File: config.mk
export PLATFORM = sky130hd
export DESIGN_NAME = paddle_move_ctrl_flat
export DESIGN_NICKNAME = d
export VERILOG_FILES = /design/src/rtl/paddle_move_ctrl_if.sv /design/src/rtl/paddle_move_ctrl.sv /design/src/flat_wrapper.sv
export SDC_FILE = /design/constraint.sdc
export NUM_CORES = 1
export LEC_CHECK = 0
export ABC_AREA = 1
export BUFFER_PORTS_ARGS = -buffer_cell sky130_fd_sc_hd__buf_2
export CAP_MARGIN = 20
export CORE_MARGIN = 2
export CORE_UTILIZATION = 61
export CTS_BUF_LIST = sky130_fd_sc_hd__clkbuf_8
export CTS_CLUSTER_DIAMETER = 200
export CTS_CLUSTER_SIZE = 30
export DETAILED_ROUTE_END_ITERATION = 6
export GPL_TIMING_DRIVEN = 0
export HOLD_SLACK_MARGIN = 0.15
export PLACE_DENSITY = 0.83
export SLEW_MARGIN = 10
export SYNTH_ARGS = -nofsm -noshare
export SYNTH_HDL_FRONTEND = slang
export SYNTH_SLANG_ARGS = --single-unit
File: constraint.sdc
create_clock -name clk -period 5.9 [get_ports clk]
set_clock_uncertainty 0.05 [all_clocks]
set_input_delay 0 -clock clk [delete_from_list [all_inputs] [get_ports clk]]
set_output_delay 0 -clock clk [all_outputs]
set_load 0.05 [all_outputs]
File: src/rtl/paddle_move_ctrl_if.sv
// Bundle of step-pulse inputs and paddle-position outputs between the
// direction detectors / game control and the paddle movement block.
interface paddle_move_ctrl_if #(
  parameter int POS_W = 4
);
  logic             p1_left;
  logic             p1_right;
  logic             p2_left;
  logic             p2_right;
  logic             game_run;
  logic             serve;
  logic [POS_W-1:0] p1_pos;
  logic [POS_W-1:0] p2_pos;
  logic             p1_wall;
  logic             p2_wall;
  logic [1:0]       state;

  modport master (
    output p1_left, p1_right, p2_left, p2_right, game_run, serve,
    input  p1_pos, p2_pos, p1_wall, p2_wall, state
  );

  modport slave (
    input  p1_left, p1_right, p2_left, p2_right, game_run, serve,
    output p1_pos, p2_pos, p1_wall, p2_wall, state
  );
endinterface

File: src/rtl/paddle_move_ctrl.sv
// Turns per-player left/right step pulses into rate-limited, saturating
// paddle positions, gated by a small IDLE/CENTER/RUN game-state machine.
module paddle_move_ctrl #(
  parameter int POS_W      = 4,
  parameter int POS_MAX    = 12,
  parameter int POS_CENTER = 6,
  parameter int COOLDOWN   = 3
) (
  input logic              clk,
  input logic              rst_n,
  paddle_move_ctrl_if.slave bus
);

  localparam int CD_W = $clog2(COOLDOWN + 1);
  localparam logic signed [POS_W+1:0] MAX_S = (POS_W+2)'(POS_MAX);
  localparam logic [POS_W-1:0] CENTER_POS = POS_W'(POS_CENTER);
  localparam logic [CD_W-1:0]  CD_LOAD    = CD_W'(COOLDOWN);

  typedef enum logic [1:0] {
    IDLE   = 2'd0,
    CENTER = 2'd1,
    RUN    = 2'd2
  } state_t;

  // +1 right, -1 left, 0 when neither or both are pressed
  function automatic logic signed [1:0] decode_req(input logic l, input logic r);
    if (r && !l)      return 2'sd1;
    else if (l && !r) return -2'sd1;
    else              return 2'sd0;
  endfunction

  // Returns {wall, next_pos}; a step past either bound leaves pos unchanged
  function automatic logic [POS_W:0] sat_step(input logic [POS_W-1:0] pos,
                                              input logic signed [1:0] dir);
    logic signed [POS_W+1:0] t;
    t = $signed({2'b00, pos}) + (POS_W+2)'(dir);
    if (t < 0 || t > MAX_S) return {1'b1, pos};
    else                    return {1'b0, t[POS_W-1:0]};
  endfunction

  state_t                  state_p1;
  logic [POS_W-1:0]        pos_p1  [2];
  logic                    wall_p1 [2];
  logic [CD_W-1:0]         cd_p1   [2];
  logic signed [1:0]       pend_p1 [2];

  logic [1:0]              left, right;
  logic signed [1:0]       req     [2];
  logic signed [1:0]       use_dir [2];
  logic [POS_W:0]          step    [2];
  logic                    move_en;

  assign left  = {bus.p2_left,  bus.p1_left};
  assign right = {bus.p2_right, bus.p1_right};

  // Request decode: a fresh request outranks the pending slot
  always_comb begin
    move_en = (state_p1 == RUN) && bus.game_run && !bus.serve;
    for (int i = 0; i < 2; i++) begin
      req[i]     = decode_req(left[i], right[i]);
      use_dir[i] = (req[i] != 2'sd0) ? req[i] : pend_p1[i];
      step[i]    = sat_step(pos_p1[i], use_dir[i]);
    end
  end

  // State, positions, cooldowns and pending slots update together
  always_ff @(posedge clk or negedge rst_n) begin
    if (!rst_n) begin
      state_p1 <= IDLE;
      for (int i = 0; i < 2; i++) begin
        pos_p1[i]  <= CENTER_POS;
        wall_p1[i] <= 1'b0;
        cd_p1[i]   <= '0;
        pend_p1[i] <= 2'sd0;
      end
    end else begin
      for (int i = 0; i < 2; i++) begin
        wall_p1[i] <= 1'b0;
        if (cd_p1[i] != '0) cd_p1[i] <= cd_p1[i] - CD_W'(1);
      end
      case (state_p1)
        IDLE: begin
          for (int i = 0; i < 2; i++) pend_p1[i] <= 2'sd0;
          if (bus.serve) state_p1 <= CENTER;
        end
        CENTER: begin
          for (int i = 0; i < 2; i++) begin
            pos_p1[i]  <= CENTER_POS;
            cd_p1[i]   <= '0;
            pend_p1[i] <= 2'sd0;
          end
          state_p1 <= bus.game_run ? RUN : IDLE;
        end
        RUN: begin
          if (!move_en) begin
            for (int i = 0; i < 2; i++) pend_p1[i] <= 2'sd0;
            state_p1 <= bus.serve ? CENTER : IDLE;
          end else begin
            for (int i = 0; i < 2; i++) begin
              if (cd_p1[i] == '0) begin
                if (use_dir[i] != 2'sd0) begin
                  pos_p1[i]  <= step[i][POS_W-1:0];
                  wall_p1[i] <= step[i][POS_W];
                  cd_p1[i]   <= CD_LOAD;
                  pend_p1[i] <= 2'sd0;
                end
              end else if (req[i] != 2'sd0) begin
                pend_p1[i] <= req[i];
              end
            end
          end
        end
        default: state_p1 <= IDLE;
      endcase
    end
  end

  assign bus.p1_pos  = pos_p1[0];
  assign bus.p2_pos  = pos_p1[1];
  assign bus.p1_wall = wall_p1[0];
  assign bus.p2_wall = wall_p1[1];
  assign bus.state   = state_p1;

endmodule

File: src/flat_wrapper.sv
// flat-port wrapper written by rule: the top's interface ports become plain ports
module paddle_move_ctrl_flat 
#(
  parameter int POS_W      = 4,
  parameter int POS_MAX    = 12,
  parameter int POS_CENTER = 6,
  parameter int COOLDOWN   = 3
)
  (clk, rst_n, bus_p1_left, bus_p1_right, bus_p2_left, bus_p2_right, bus_game_run, bus_serve, bus_p1_pos, bus_p2_pos, bus_p1_wall, bus_p2_wall, bus_state);
  paddle_move_ctrl_if #(.POS_W(POS_W)) bus_i ();
  input logic clk;
  input logic rst_n;
  input wire logic [$bits(bus_i.p1_left)-1:0] bus_p1_left;
  input wire logic [$bits(bus_i.p1_right)-1:0] bus_p1_right;
  input wire logic [$bits(bus_i.p2_left)-1:0] bus_p2_left;
  input wire logic [$bits(bus_i.p2_right)-1:0] bus_p2_right;
  input wire logic [$bits(bus_i.game_run)-1:0] bus_game_run;
  input wire logic [$bits(bus_i.serve)-1:0] bus_serve;
  output wire logic [$bits(bus_i.p1_pos)-1:0] bus_p1_pos;
  output wire logic [$bits(bus_i.p2_pos)-1:0] bus_p2_pos;
  output wire logic [$bits(bus_i.p1_wall)-1:0] bus_p1_wall;
  output wire logic [$bits(bus_i.p2_wall)-1:0] bus_p2_wall;
  output wire logic [$bits(bus_i.state)-1:0] bus_state;
  assign bus_i.p1_left = bus_p1_left;
  assign bus_i.p1_right = bus_p1_right;
  assign bus_i.p2_left = bus_p2_left;
  assign bus_i.p2_right = bus_p2_right;
  assign bus_i.game_run = bus_game_run;
  assign bus_i.serve = bus_serve;
  assign bus_p1_pos = bus_i.p1_pos;
  assign bus_p2_pos = bus_i.p2_pos;
  assign bus_p1_wall = bus_i.p1_wall;
  assign bus_p2_wall = bus_i.p2_wall;
  assign bus_state = bus_i.state;
  paddle_move_ctrl #(.POS_W(POS_W), .POS_MAX(POS_MAX), .POS_CENTER(POS_CENTER), .COOLDOWN(COOLDOWN)) u_core (.clk(clk), .rst_n(rst_n), .bus(bus_i));
endmodule
**After elaboration in Yosys (flattened, before gate mapping)**

Cells that the tools add are included.

- Flip-flop bits (word level): 20
- Bits in latches: 0
- RAM bits: 0
- Memory bits (read-only): 0
- Bits of input ports: 8
- Output and inout bits: 12
- Memories kept: 0

- Add/sub/neg operators: 4
- Multipliers: 0
- Div/mod/pow operators: 0
- Order comparisons: 4
- Equal/unequal tests: 13
- Shift operators: 0
- Multiplexer cells: 39
- Bitwise gates (word level): 0
- Reductions and logical operators: 30

Operators by type and width:

| operator | number |
|---|---|
| 2-bit 2-to-1 mux | 21 |
| 4-bit 2-to-1 mux | 6 |
| 2-bit != test (second input constant) | 8 |
| 4-bit case mux with 2 select lines | 2 |
| 8-bit case mux with 2 select lines | 1 |
| 2-bit nonzero test | 8 |
| 5-bit by 2-bit adder with 6-bit output | 2 |
| 6-bit by 5-bit > comparator with 1-bit output (second input constant) | 2 |
| 6-bit by 1-bit < comparator with 1-bit output (second input constant) | 2 |
| 5-bit 2-to-1 mux | 2 |
| 5-bit AND reduction | 2 |
| 8-bit 2-to-1 mux | 1 |
| 4-bit != test (second input constant) | 2 |
| 1-bit logical AND | 6 |
| 2-bit zero test | 3 |
| 2-bit case mux with 3 select lines | 1 |
| 2-bit AND reduction | 3 |
| 1-bit zero test | 5 |
| 1-bit 2-to-1 mux | 5 |
| 2-bit by 1-bit subtractor with 2-bit output (second input constant) | 2 |
| 2-bit by 1-bit == test with 1-bit output (second input constant) | 1 |
| 2-bit == test (second input constant) | 1 |
| 1-bit logical OR | 2 |
| 2-bit by 1-bit != test with 1-bit output (second input constant) | 1 |
| 2-bit OR reduction | 1 |

**Longest topological paths before layout**

Gate-level depths: netlist of the first run.

- Word-level depth: 14
- Gate-level depth with buffers: 18
- Mapped depth without buffers: 18

**Worst setup path before layout of the first run**

Ideal clock, no wire load.

- Path type: register to register
- Start point: register u_core.pos_p1, in the netlist u_core.bus.p1_pos[0]
- End point: register u_core.pos_p1, in the netlist u_core.bus.p1_pos[3]
- Library setup time: 0.119 ns
- Arrival time: 1.994 ns
- Data required time: 5.731 ns
- Path slack: 3.737 ns
- Cell stages (with the launch flop): 11
- Path buffers: 0
- Clock period less this slack: 2.163 ns
- Cells stage by stage: dfrtp_1 -> ha_1 -> fa_1 -> nand3_1 -> nand3_1 -> nand2_2 -> nand2_2 -> nor2_4 -> nand3_4 -> nand3_1 -> nand2_1

- Longest elaborated chain between the ends: 6

Ends and longest elaborated chain:

| element | line | RTL |
|---|---|---|
| start: declaration | paddle_move_ctrl.sv:42 | `logic [POS_W-1:0] pos_p1 [2];` |
| start signal: indexed assignment | paddle_move_ctrl.sv:102 | `pos_p1[i] <= step[i][POS_W-1:0];` |
| 5-bit by 2-bit adder with 6-bit output (*) | paddle_move_ctrl.sv:36 | `t = $signed({2'b00, pos}) + (POS_W+2)'(dir);` |
| parallel branches: the longest is 5 deep, another holds 6-bit by 1-bit < comparator with 1-bit output | -- |  |

Every way passes the cells marked *. The select of a mux whose other input is x is not followed.
A chain may end at the register's enable or synchronous reset.

**Worst setup path after layout of the first run**

- Start point: register u_core.pend_p1[3] (netlist bit)
- End point: register u_core.pos_p1, in the netlist u_core.bus.p1_pos[0]

- Longest elaborated chain between the ends: 6

Ends and longest elaborated chain:

| element | line | RTL |
|---|---|---|
| start: declaration | paddle_move_ctrl.sv:45 | `logic signed [1:0] pend_p1 [2];` |
| start signal: indexed assignment | paddle_move_ctrl.sv:108 | `pend_p1[i] <= req[i];` |
| 2-bit 2-to-1 mux (*) | paddle_move_ctrl.sv:61 | `use_dir[i] = (req[i] != 2'sd0) ? req[i] : pend_p1[i];` |
| 5-bit by 2-bit adder with 6-bit output | paddle_move_ctrl.sv:36 |  |
| 6-bit by 1-bit < comparator with 1-bit output / 6-bit by 5-bit > comparator with 1-bit output (equally long branches) | paddle_move_ctrl.sv:37 | `if (t < 0 \|\| t > MAX_S) return {1'b1, pos};` |
| 1-bit logical OR | paddle_move_ctrl.sv:37 |  |
| 2-bit != test (no source line) | -- |  |
| 5-bit AND reduction (no source line) (*) | -- |  |

Every way passes the cells marked *; elsewhere a longest branch is shown, timed or not.

==> impl_metrics.env, run 1 <==
export IMPL_status="finished clean"
export IMPL_grt_antenna_before_repair=0
export IMPL_clk_pin_slew_worst_paths_ns=0.08
export IMPL_critical_path_peak_fanout=8
export IMPL_power_share_switching=0.474
export IMPL_row_count=18
export IMPL_fraction_of_the_yosys_area_taken_by_sequential_cells=0.308
export IMPL_min_path_type="in2async"
export IMPL_clock_tree_root_cell="clkbuf_8"
export IMPL_grt_max_degree=21
export IMPL_ir_drop_v=0.000304
export IMPL_max_cap_violations=0
export IMPL_cp_start_kind="flop"
export IMPL_timing_critical_path_cells="nand2_1, nand2_1, fa_1, nand3_1, nand3_1, nand2_2, nand2_2, nor2_4, nand3_4, nand2_4, nand2_1, nand2_1"
export IMPL_netlist_cell_type_count=29
export IMPL_design_die_area_um2=3120
export IMPL_path_common_cell="nand2_1"
export IMPL_slowest_library_cell_on_the_worst_path="fa_1"
export IMPL_synth_most_common_cell="nand2_1"
export IMPL_timing_worst_slew_pin_value_ns=0.457
export IMPL_ioPinCount=20
export IMPL_timing_max_slew_rel_slack=0.695
export IMPL_syn2layout_area_growth_pct=14.3
export IMPL_switching_power_w=0.000376
export IMPL_vias=1459
export IMPL_tritoncts="done"
export IMPL_gp_congestion=0.893
export IMPL_post_dp_hpwl_um=2510
export IMPL_clock_tree_buffer_depth=2
export IMPL_finalNetCount=272
export IMPL_overall_global_routing_resource_usage=0.226
export IMPL_drcViolationCount=0
export IMPL_chipHeight_um=55.9
export IMPL_route_detailed_wl_per_inst_um=11.8
export IMPL_setup_viol=0
export IMPL_initialDrtViolationCount=39
export IMPL_htree_levels=1
export IMPL_initial_standard_cell_utilization_of_the_core=0.650
export IMPL_fmax_mhz=457
export IMPL_diodes=0
export IMPL_multi_input_area_um2=963
export IMPL_filler_cell_count=208
export IMPL_timing_critical_path_arrival_ns=2.34
export IMPL_syn_instance_count=219
export IMPL_synthesis_yosys_warnings=0
export IMPL_io_buffer_count=19
export IMPL_cts_repair_resize_count=0
export IMPL_synthDominantAreaCellType="dfrtp_1"
export IMPL_register_area_um2=505
export IMPL_floorplan_die_width_um=55.9
export IMPL_cell_internal_pwr_w=0.000417
export IMPL_wl_um=3240
export IMPL_seq_power_share=0.260
export IMPL_syn_area_um2=1640
export IMPL_postSynthNetCount=245
export IMPL_ant_nets=0
export IMPL_finalMaxSlewViolations=0
export IMPL_p_leak_nw=1.04
export IMPL_globalRoute_totalOverflow=0
export IMPL_grt_setup_unrepaired="no"
export IMPL_yosys_most_used_dff="dfrtp_1"
export IMPL_combinationalPowerShare=0.565
export IMPL_power_frac_clock=0.175
export IMPL_synth_top_area_share=0.244
export IMPL_clock_sink_count=20
export IMPL_cts_repair_timing_setup_buffer_count=0
export IMPL_drt_first_pass_iters=4
export IMPL_synth_area_top_cells="dfrtp_1, nand2_1, ha_1"
export IMPL_crit_path_max_incr_delay_ns=0.51
export IMPL_power_density_cell_area_nw_per_um2=423
export IMPL_final_hold_violation_count=0
export IMPL_endpoint_kind="flop"
export IMPL_totalPowerFinal_w=0.000792
export IMPL_ys_top_cells_by_count="nand2_1, inv_1, nand3_1"
export IMPL_clock_insertion_delay_worst_skew_ns=0.26
export IMPL_final_min_period_over_clock_period=0.371
export IMPL_synth_edf_count=0
export IMPL_worst_setup_path_type="reg2reg"
export IMPL_number_of_buffers_created_by_cts=3
export IMPL_totalNegativeSetupSlack_ns=0
export IMPL_grt_pass1_wl_um=5750
export IMPL_required_ns=6.05
export IMPL_ys_async_sr_fraction=1.00
export IMPL_grt_pass1_vias=1414
export IMPL_final_layout_size_suffix_gt1_frac=0.200
export IMPL_core_area_um2=2520
export IMPL_layout_min_cycle_time_ns=2.19
export IMPL_syn_mean_instance_area_um2=7.49
export IMPL_via_per_inst=5.31
export IMPL_yosys_register_bits=20
## layer usage
| metal | wire, um | track usage | vias to the layer above |
|---|---|---|---|
| met5 | 0 | 0 | - |
| met3 | 114 | 0.0326 | 5 |
| met1 | 1510 | 0.286 | 660 |
| li1 | - | - | 765 |
| met2 | 1590 | 0.398 | 29 |
| met4 | 29 | 0.0680 | 0 |
## registers in the layout, indices dropped and copies added, names as in the netlist
register / count
u_core.bus.p1_pos: 4
u_core.bus.p2_pos: 4
u_core.cd_p1: 4
u_core.pend_p1: 4
u_core.bus.state: 2
u_core.bus.p1_wall: 1
u_core.bus.p2_wall: 1
## cell usage in the layout, fill, tap and decap left out, drive strengths merged
cell type    instances
nand2               64
inv                 39
nand3               30
buf                 20
ha                  16
dfrtp               16
nor2                14
a21oi                9
o21ai                7
nand4                6
dfstp                4
a31oi                3
clkbuf               3
dlygate4sd3          3
nor3                 3
nand3b               2
fa                   2
bufinv               2
a211oi               1
o211ai               1
## cell families (layout without fill, tap and decap cells)
logic type / after synthesis / after routing / share of synthesized area
adders and majority gates: 18 / 18 / 0.146
AOI/OAI and AO/OA: 21 / 21 / 0.0717
buffers and inverters: 41 / 67 / 0.105
and+or+nand+nor: 119 / 119 / 0.369
DFF: 20 / 20 / 0.308
## repair_timing
item	in CTS	in global routing
endpoints found under the hold margin	30	0
setup endpoints to repair	0	0
hold buffers	3	0
## layout make-up
class                           instances  area share
Tap cell                               30      0.0200
Timing Repair Buffer                   22      0.0668
Multi-Input combinational cell        158       0.514
Buffer                                  1     0.00401
Inverter                               40      0.0874
Clock buffer                            3      0.0220
Sequential cell                        20       0.270
Clock inverter                          1      0.0160
## critical path, delay by kind of cell (launching register included)
family | cells | cell delay (ns)
and+or+nand+nor | 11 | 1.18
DFF | 1 | 0.40
adders and majority gates | 1 | 0.51
## worst paths after layout
| path | from | endpoint | slack [ns] | depth (start not counted) |
|---|---|---|---|---|
| worst max-delay path | u_core.pend_p1[3]$_DFFE_PN0P_ | u_core.bus.p1_pos[0]$_DFFE_PN0P_ | 3.71 | 12 |
| worst max register to register | u_core.pend_p1[3]$_DFFE_PN0P_ | u_core.bus.p1_pos[0]$_DFFE_PN0P_ | 3.71 | 12 |
| worst min-delay path | rst_n | u_core.bus.p2_pos[0]$_DFFE_PN0P_ | 0.16 | 2 |
| max in group asynchronous | rst_n | u_core.bus.p1_pos[1]$_DFFE_PN1P_ | 5.30 | 2 |
| worst min register to register | u_core.cd_p1[2]$_DFF_PN0_ | u_core.cd_p1[2]$_DFF_PN0_ | 0.42 | 1 |
| min in group clk | bus_p1_left | u_core.bus.p1_wall$_DFF_PN0_ | 0.25 | 5 |
## through the flow
step           utilization  hold slack, ns  setup WS, ns  std cells  area, um^2
2_1_floorplan            -          -0.346          3.74        219        1640
3_3_place_gp         0.703         -0.0756          3.64        268        1770
3_5_place_dp         0.703         -0.0712          3.57        268        1770
4_1_cts              0.743           0.176          3.69        275        1870
5_1_grt              0.743           0.217          3.50        275        1870
6_report             0.743           0.161          3.71        275        1870
## power by group through the flow
stage	Combinational, W	Sequential (W)	Clock [W]
finish	0.000448	0.000206	0.000139
global placement	0.000437	0.000207	0
detailed placement	0.000443	0.000209	0
global route	0.000494	0.000211	0.000146
floorplan	0.000276	0.000288	0
CTS	0.000450	0.000206	0.000140
(Power assumes the default switching activity.)
==> run 2, diff against run 1 <==
Settings changed: CORE_UTILIZATION 61 to 60, PLACE_DENSITY 0.83 to 0.82.
Clock period 5.9 ns to 2.05 ns, I/O delays scaled along.
==> run 2 against run 1 <==
  * The flow now finishes with violations (setup timing)
  * Final cell count rose by 4.0%
  * First-iteration DRC count rose by 15%
  * Routed wire length rose by 22%
  * Utilization rose by 7.4 points
  * Final area rose by 11%
  * Global-route usage rose by 2.3 points
  * Via count rose by 6.2%
  * Fmax rose by 2.1%
==> impl_metrics.env, run 2 (same netlist as run 1, synthesis figures left out) <==
export IMPL_ir_drop_v=0.00116
export IMPL_clock_tree_root_cell="clkbuf_8"
export IMPL_core_area_um2=2540
export IMPL_required_ns=2.16
export IMPL_initial_standard_cell_utilization_of_the_core=0.645
export IMPL_path_common_cell="nor2_1"
export IMPL_combinationalPowerShare=0.588
export IMPL_clock_insertion_delay_worst_skew_ns=0.27
export IMPL_endpoint_kind="flop"
export IMPL_finalNetCount=283
export IMPL_power_density_cell_area_nw_per_um2=1190
export IMPL_timing_worst_slew_pin_value_ns=0.475
export IMPL_clk_pin_slew_worst_paths_ns=0.09
export IMPL_globalRoute_totalOverflow=0
export IMPL_wl_um=3960
export IMPL_drt_first_pass_iters=4
export IMPL_worst_setup_path_type="reg2reg"
export IMPL_mostFrequentLayoutCells="nand2_1, inv_1, nand3_1"
export IMPL_fin_ws_ns=-0.0923
export IMPL_grt_setup_unrepaired="yes"
export IMPL_seq_power_share=0.247
export IMPL_chipHeight_um=56.3
export IMPL_syn2layout_area_growth_pct=26.8
export IMPL_cell_internal_pwr_w=0.00128
export IMPL_diodes=0
export IMPL_tritoncts="done"
export IMPL_power_frac_clock=0.166
export IMPL_setup_viol=9
export IMPL_design_die_area_um2=3170
export IMPL_crit_path_max_incr_delay_ns=0.57
export IMPL_ant_nets=0
export IMPL_number_of_buffers_created_by_cts=3
export IMPL_grt_pass1_wl_um=6340
export IMPL_slowest_library_cell_on_the_worst_path="fa_2"
export IMPL_critical_path_peak_fanout=5
export IMPL_via_per_inst=5.42
export IMPL_finalMaxSlewViolations=0
export IMPL_timing_max_slew_rel_slack=0.683
export IMPL_row_count=18
export IMPL_ioPinCount=20
export IMPL_status="finished with violations"
export IMPL_fmax_mhz=467
export IMPL_drcViolationCount=0
export IMPL_final_min_period_over_clock_period=1.05
export IMPL_commonest_non_fill_non_tap_cell_in_the_layout="nand2_1"
export IMPL_clock_sink_count=20
export IMPL_violated_checks="setup timing"
export IMPL_clock_tree_buffer_depth=2
export IMPL_power_share_switching=0.480
export IMPL_htree_levels=1
export IMPL_grt_pass1_vias=1464
export IMPL_postLayoutCoreUtil=0.817
export IMPL_vias=1549
export IMPL_layout_min_cycle_time_ns=2.14
export IMPL_initialDrtViolationCount=45
export IMPL_io_buffer_count=19
export IMPL_gp_congestion=0.879
export IMPL_fin_worst_hold_slack_ns=0.180
export IMPL_totalNegativeSetupSlack_ns=-0.455
export IMPL_min_path_type="in2async"
export IMPL_timing_critical_path_cells="inv_2, nand2_4, ha_4, fa_2, nor2_1, nor2_1, nand3_2, nand4_1, nor2_1, nand2_1, nand2_1"
export IMPL_p_leak_nw=1.11
export IMPL_grt_antenna_before_repair=0
export IMPL_overall_global_routing_resource_usage=0.249
export IMPL_final_layout_size_suffix_gt1_frac=0.340
export IMPL_cp_start_kind="flop"
export IMPL_route_detailed_wl_per_inst_um=13.8
export IMPL_grt_max_degree=21
export IMPL_max_cap_violations=0
export IMPL_timing_critical_path_arrival_ns=2.25
export IMPL_floorplan_die_width_um=56.3
export IMPL_post_dp_hpwl_um=2510
export IMPL_switching_power_w=0.00118
export IMPL_final_hold_violation_count=0
## run 2: cell types whose count changed in the layout (fill, tap and decap cells not counted), sizes merged
| cell | change |
|---|---|
| buf | +11 |
## run 2: final cells by class
type	instances	area, um^2
clock buffer	3	41.3
clock inverter	1	30.0
multi-input combinational	158	1080
timing repair buffer	33	211
buffer	1	7.51
fill	181	465
inverter	40	164
sequential	20	508
tap	30	37.5
## run 2: worst max-delay path: cells and delay by family, from the launching register on
kind                       cells  cell delay [ns]
and+or+nand+nor                8             0.76
DFF                            1             0.39
buffers and inverters          1             0.09
adders and majority gates      2             0.74
## run 2: power groups by stage
| stage | Combinational (W) | Clock [W] | Sequential [W] |
|---|---|---|---|
| floorplan | 0.000796 | 0 | 0.000832 |
| global placement | 0.00127 | 0 | 0.000598 |
| detailed placement | 0.00128 | 0 | 0.000600 |
| CTS | 0.00133 | 0.000407 | 0.000603 |
| global route | 0.00158 | 0.000430 | 0.000623 |
| finish | 0.00145 | 0.000409 | 0.000608 |
## run 2: per-layer routing
layer / vias up / routed length [um] / global-route usage
met4: 0 / 50 / 0.0782
met2: 40 / 2010 / 0.429
met1: 722 / 1750 / 0.325
li1: 778 / - / -
met3: 9 / 150 / 0.0300
met5: - / 0 / 0
## run 2: final timing paths
kind / from / depth (start not counted) / endpoint / slack (ns)
max: u_core.pend_p1[2]$_DFFE_PN0P_ / 11 / u_core.bus.p1_pos[0]$_DFFE_PN0P_ / -0.09
min: rst_n / 2 / u_core.bus.p2_wall$_DFF_PN0_ / 0.18
max reg2reg: u_core.pend_p1[2]$_DFFE_PN0P_ / 11 / u_core.bus.p1_pos[0]$_DFFE_PN0P_ / -0.09
min reg2reg: u_core.cd_p1[2]$_DFF_PN0_ / 1 / u_core.cd_p1[2]$_DFF_PN0_ / 0.43
max in group asynchronous: rst_n / 2 / u_core.bus.p1_pos[0]$_DFFE_PN0P_ / 1.42
min in group clk: bus_p1_left / 5 / u_core.bus.p1_wall$_DFF_PN0_ / 0.34
## run 2: metrics by stage
stage | power, W | area (um^2) | setup slack (ns) | cells
final | 0.00247 | 2080 | -0.0923 | 286
after CTS | 0.00235 | 1940 | 0.00213 | 277
after floorplan | 0.00163 | 1650 | 0.0262 | 219
after detailed placement | 0.00188 | 1780 | -0.263 | 268
after global routing | 0.00263 | 2080 | -0.195 | 286
after global placement | 0.00186 | 1780 | -0.228 | 268
## run 2: timing repair
action                                  4_1_cts  5_1_grt
gates resized for setup                      11       19
hold buffers                                  3        0
endpoints found under the setup margin        9       10
setup buffers                                 2        9
pin swaps                                     4       21
hold endpoints to repair                     29        0
==> run 3, diff against run 2 <==
Settings changed: ABC_AREA 1 to 0, CORE_UTILIZATION 60 to 59.
==> run 3 against run 2 <==
  * The run still ends with setup timing left
  * Combinational power is 36% lower
  * Die area down 9.2%
  * Critical path depth is 2 lower
  * Register-to-register slack worse by 0.40 ns
  * Synthesized cell count decreased by 31%
  * Routed wire length up 54%
  * First-iteration DRC count is 140% higher
  * Non-clock buffer count grew 19
==> impl_metrics.env, run 3 <==
export IMPL_status="finished with violations"
export IMPL_violated_checks="setup timing"
export IMPL_via_per_inst=6.98
export IMPL_row_count=17
export IMPL_yosys_register_bits=20
export IMPL_worst_setup_path_type="reg2reg"
export IMPL_globalRoute_totalOverflow=0
export IMPL_syn_area_um2=1450
export IMPL_syn_instance_count=151
export IMPL_synth_top_area_share=0.275
export IMPL_max_cap_violations=0
export IMPL_fin_ws_ns=-0.492
export IMPL_crit_path_max_incr_delay_ns=0.53
export IMPL_synth_area_top_cells="dfrtp_1, ha_1, dfstp_2"
export IMPL_synth_edf_count=0
export IMPL_synthesis_yosys_warnings=0
export IMPL_ir_drop_v=0.00106
export IMPL_synthSimpleGateAreaFrac=0.137
export IMPL_cp_start_kind="flop"
export IMPL_tritoncts="done"
export IMPL_seq_power_share=0.282
export IMPL_finalNetCount=232
export IMPL_timing_max_slew_rel_slack=0.654
export IMPL_clock_tree_root_cell="clkbuf_8"
export IMPL_gp_congestion=0.786
export IMPL_syn_mean_instance_area_um2=9.63
export IMPL_clk_pin_slew_worst_paths_ns=0.08
export IMPL_mostFrequentLayoutCells="buf_4, buf_2, inv_1"
export IMPL_postSynthNetCount=177
export IMPL_grt_setup_unrepaired="yes"
export IMPL_yosys_area_share_xor_xnor=0.0241
export IMPL_totalPowerFinal_w=0.00167
export IMPL_synthDominantAreaCellType="dfrtp_1"
export IMPL_synth_top_family_by_area="compound AO/OA/AOI/OAI gates"
export IMPL_floorplan_die_width_um=53.6
export IMPL_timing_critical_path_cells="mux2_4, inv_4, fa_2, nand2b_4, a21oi_2, or4_4, a21oi_4, o21ai_2, a22o_1"
export IMPL_grt_max_degree=21
export IMPL_drcViolationCount=0
export IMPL_synth_area_mux_share=0.0181
export IMPL_grt_pass1_vias=1440
export IMPL_fmax_mhz=393
export IMPL_overall_global_routing_resource_usage=0.325
export IMPL_timing_worst_slew_pin_value_ns=0.516
export IMPL_design_die_area_um2=2880
export IMPL_number_of_buffer_and_inverter_stages_on_the_critical_path=1
export IMPL_critical_path_top_delay_family="simple AND/OR/NAND/NOR gates"
export IMPL_final_hold_violation_count=0
export IMPL_ys_top_cells_by_count="inv_1, dfrtp_1, ha_1"
export IMPL_synth_area_in_adders=0.165
export IMPL_power_frac_clock=0.162
export IMPL_wl_um=6100
export IMPL_power_share_switching=0.463
export IMPL_synth_most_common_cell="inv_1"
export IMPL_post_dp_hpwl_um=2410
export IMPL_postLayoutCoreUtil=0.963
export IMPL_ys_async_sr_fraction=1.00
export IMPL_diodes=0
export IMPL_synth_compound_area_frac=0.243
export IMPL_switching_power_w=0.000774
export IMPL_ioPinCount=20
export IMPL_yosys_most_used_dff="dfrtp_1"
export IMPL_syn2layout_area_growth_pct=50.8
export IMPL_critical_path_peak_fanout=6
export IMPL_chipHeight_um=53.6
export IMPL_slowest_library_cell_on_the_worst_path="or4_4"
export IMPL_number_of_buffers_created_by_cts=3
export IMPL_ant_nets=0
export IMPL_grt_pass1_wl_um=6540
export IMPL_htree_levels=1
export IMPL_fraction_of_the_yosys_area_taken_by_sequential_cells=0.348
export IMPL_initialDrtViolationCount=110
export IMPL_combinationalPowerShare=0.556
export IMPL_finalMaxSlewViolations=0
export IMPL_endpoint_kind="flop"
export IMPL_timing_critical_path_arrival_ns=2.64
export IMPL_grt_antenna_before_repair=0
export IMPL_initial_standard_cell_utilization_of_the_core=0.639
export IMPL_min_path_type="in2async"
export IMPL_p_leak_nw=0.988
export IMPL_io_buffer_count=19
export IMPL_cell_internal_pwr_w=0.000897
export IMPL_worstReg2RegStart="u_core.pend_p1[1]$_DFFE_PN0P_"
export IMPL_required_ns=2.15
export IMPL_detailedPlace_worstSlack_ns=-0.589
export IMPL_worst_r2r_setup_slack_ns=-0.49
export IMPL_route_detailed_wl_per_inst_um=26.2
export IMPL_final_min_period_over_clock_period=1.24
export IMPL_layout_min_cycle_time_ns=2.54
export IMPL_netlist_cell_type_count=45
export IMPL_setup_viol=10
export IMPL_core_area_um2=2280
export IMPL_clock_insertion_delay_worst_skew_ns=0.26
export IMPL_clock_sink_count=20
export IMPL_clock_tree_buffer_depth=2
export IMPL_vias=1627
export IMPL_drt_first_pass_iters=5
export IMPL_final_layout_size_suffix_gt1_frac=0.527
export IMPL_worstSetupStartpoint="u_core.pend_p1[1]$_DFFE_PN0P_"
export IMPL_commonest_non_fill_non_tap_cell_in_the_layout="buf_4"
export IMPL_power_density_cell_area_nw_per_um2=762
-- run 3: per-stage QoR --
stage	cells	TNS, ns	hold slack (ns)	instance area, um^2
final	233	-4.28	0.177	2190
after global routing	233	-5.58	0.240	2190
after CTS	224	-2.78	0.179	2040
after detailed placement	198	-4.52	-0.0771	1690
after global placement	198	-3.71	-0.0808	1690
after floorplan	151	-2.18	-0.346	1560
-- run 3: path summary, 6_finish.rpt --
path,endpoint,depth (start not counted)
max in group asynchronous,u_core.bus.state[1]$_DFFE_PN0P_,2
min reg2reg,u_core.pend_p1[2]$_DFFE_PN0P_,2
max,u_core.bus.p2_pos[0]$_DFFE_PN0P_,9
min,u_core.bus.p2_pos[0]$_DFFE_PN0P_,2
min in group clk,u_core.pend_p1[0]$_DFFE_PN0P_,5
max reg2reg,u_core.bus.p2_pos[0]$_DFFE_PN0P_,9
-- run 3: what timing repair did --
action	CTS	global route
setup buffers	23	10
hold buffers	4	0
gates resized for setup	24	15
pin swaps	20	19
setup endpoints to repair	10	10
hold endpoints to repair	22	0
-- run 3: cell type report --
type                    count  area, um^2
multi-input cells         110        1150
flip-flops and latches     20         515
repair buffers             50         353
fillers                    45        83.8
inverters                  18        70.1
clock buffers               3        41.3
well taps                  28        35.0
plain buffers               3        27.5
clock inverters             1        3.75
-- run 3: kinds of logic after synthesis --
| group | Yosys count |
|---|---|
| AO/OA/AOI/OAI | 47 |
| AND/OR/NAND/NOR | 39 |
| buffers and inverters | 21 |
| flip-flops | 20 |
| adder cells (fa/ha/maj) | 18 |
| XOR/XNOR | 4 |
| multiplexers | 2 |
-- run 3: per-layer routing --
metal / GRT usage / routed length (um) / up-vias
met5: 0 / 0 / -
met4: 0.158 / 466 / 0
met3: 0.0444 / 662 / 58
met2: 0.615 / 2790 / 160
met1: 0.351 / 2180 / 756
li1: - / - / 653
-- run 3: power groups by stage --
stage	logic (W)	registers [W]	clock network (W)
detailed placement	0.000636	0.000471	0
CTS	0.000726	0.000464	0.000267
floorplan	0.000417	0.000545	0
global route	0.000966	0.000474	0.000284
global placement	0.000615	0.000467	0
finish	0.000929	0.000471	0.000271
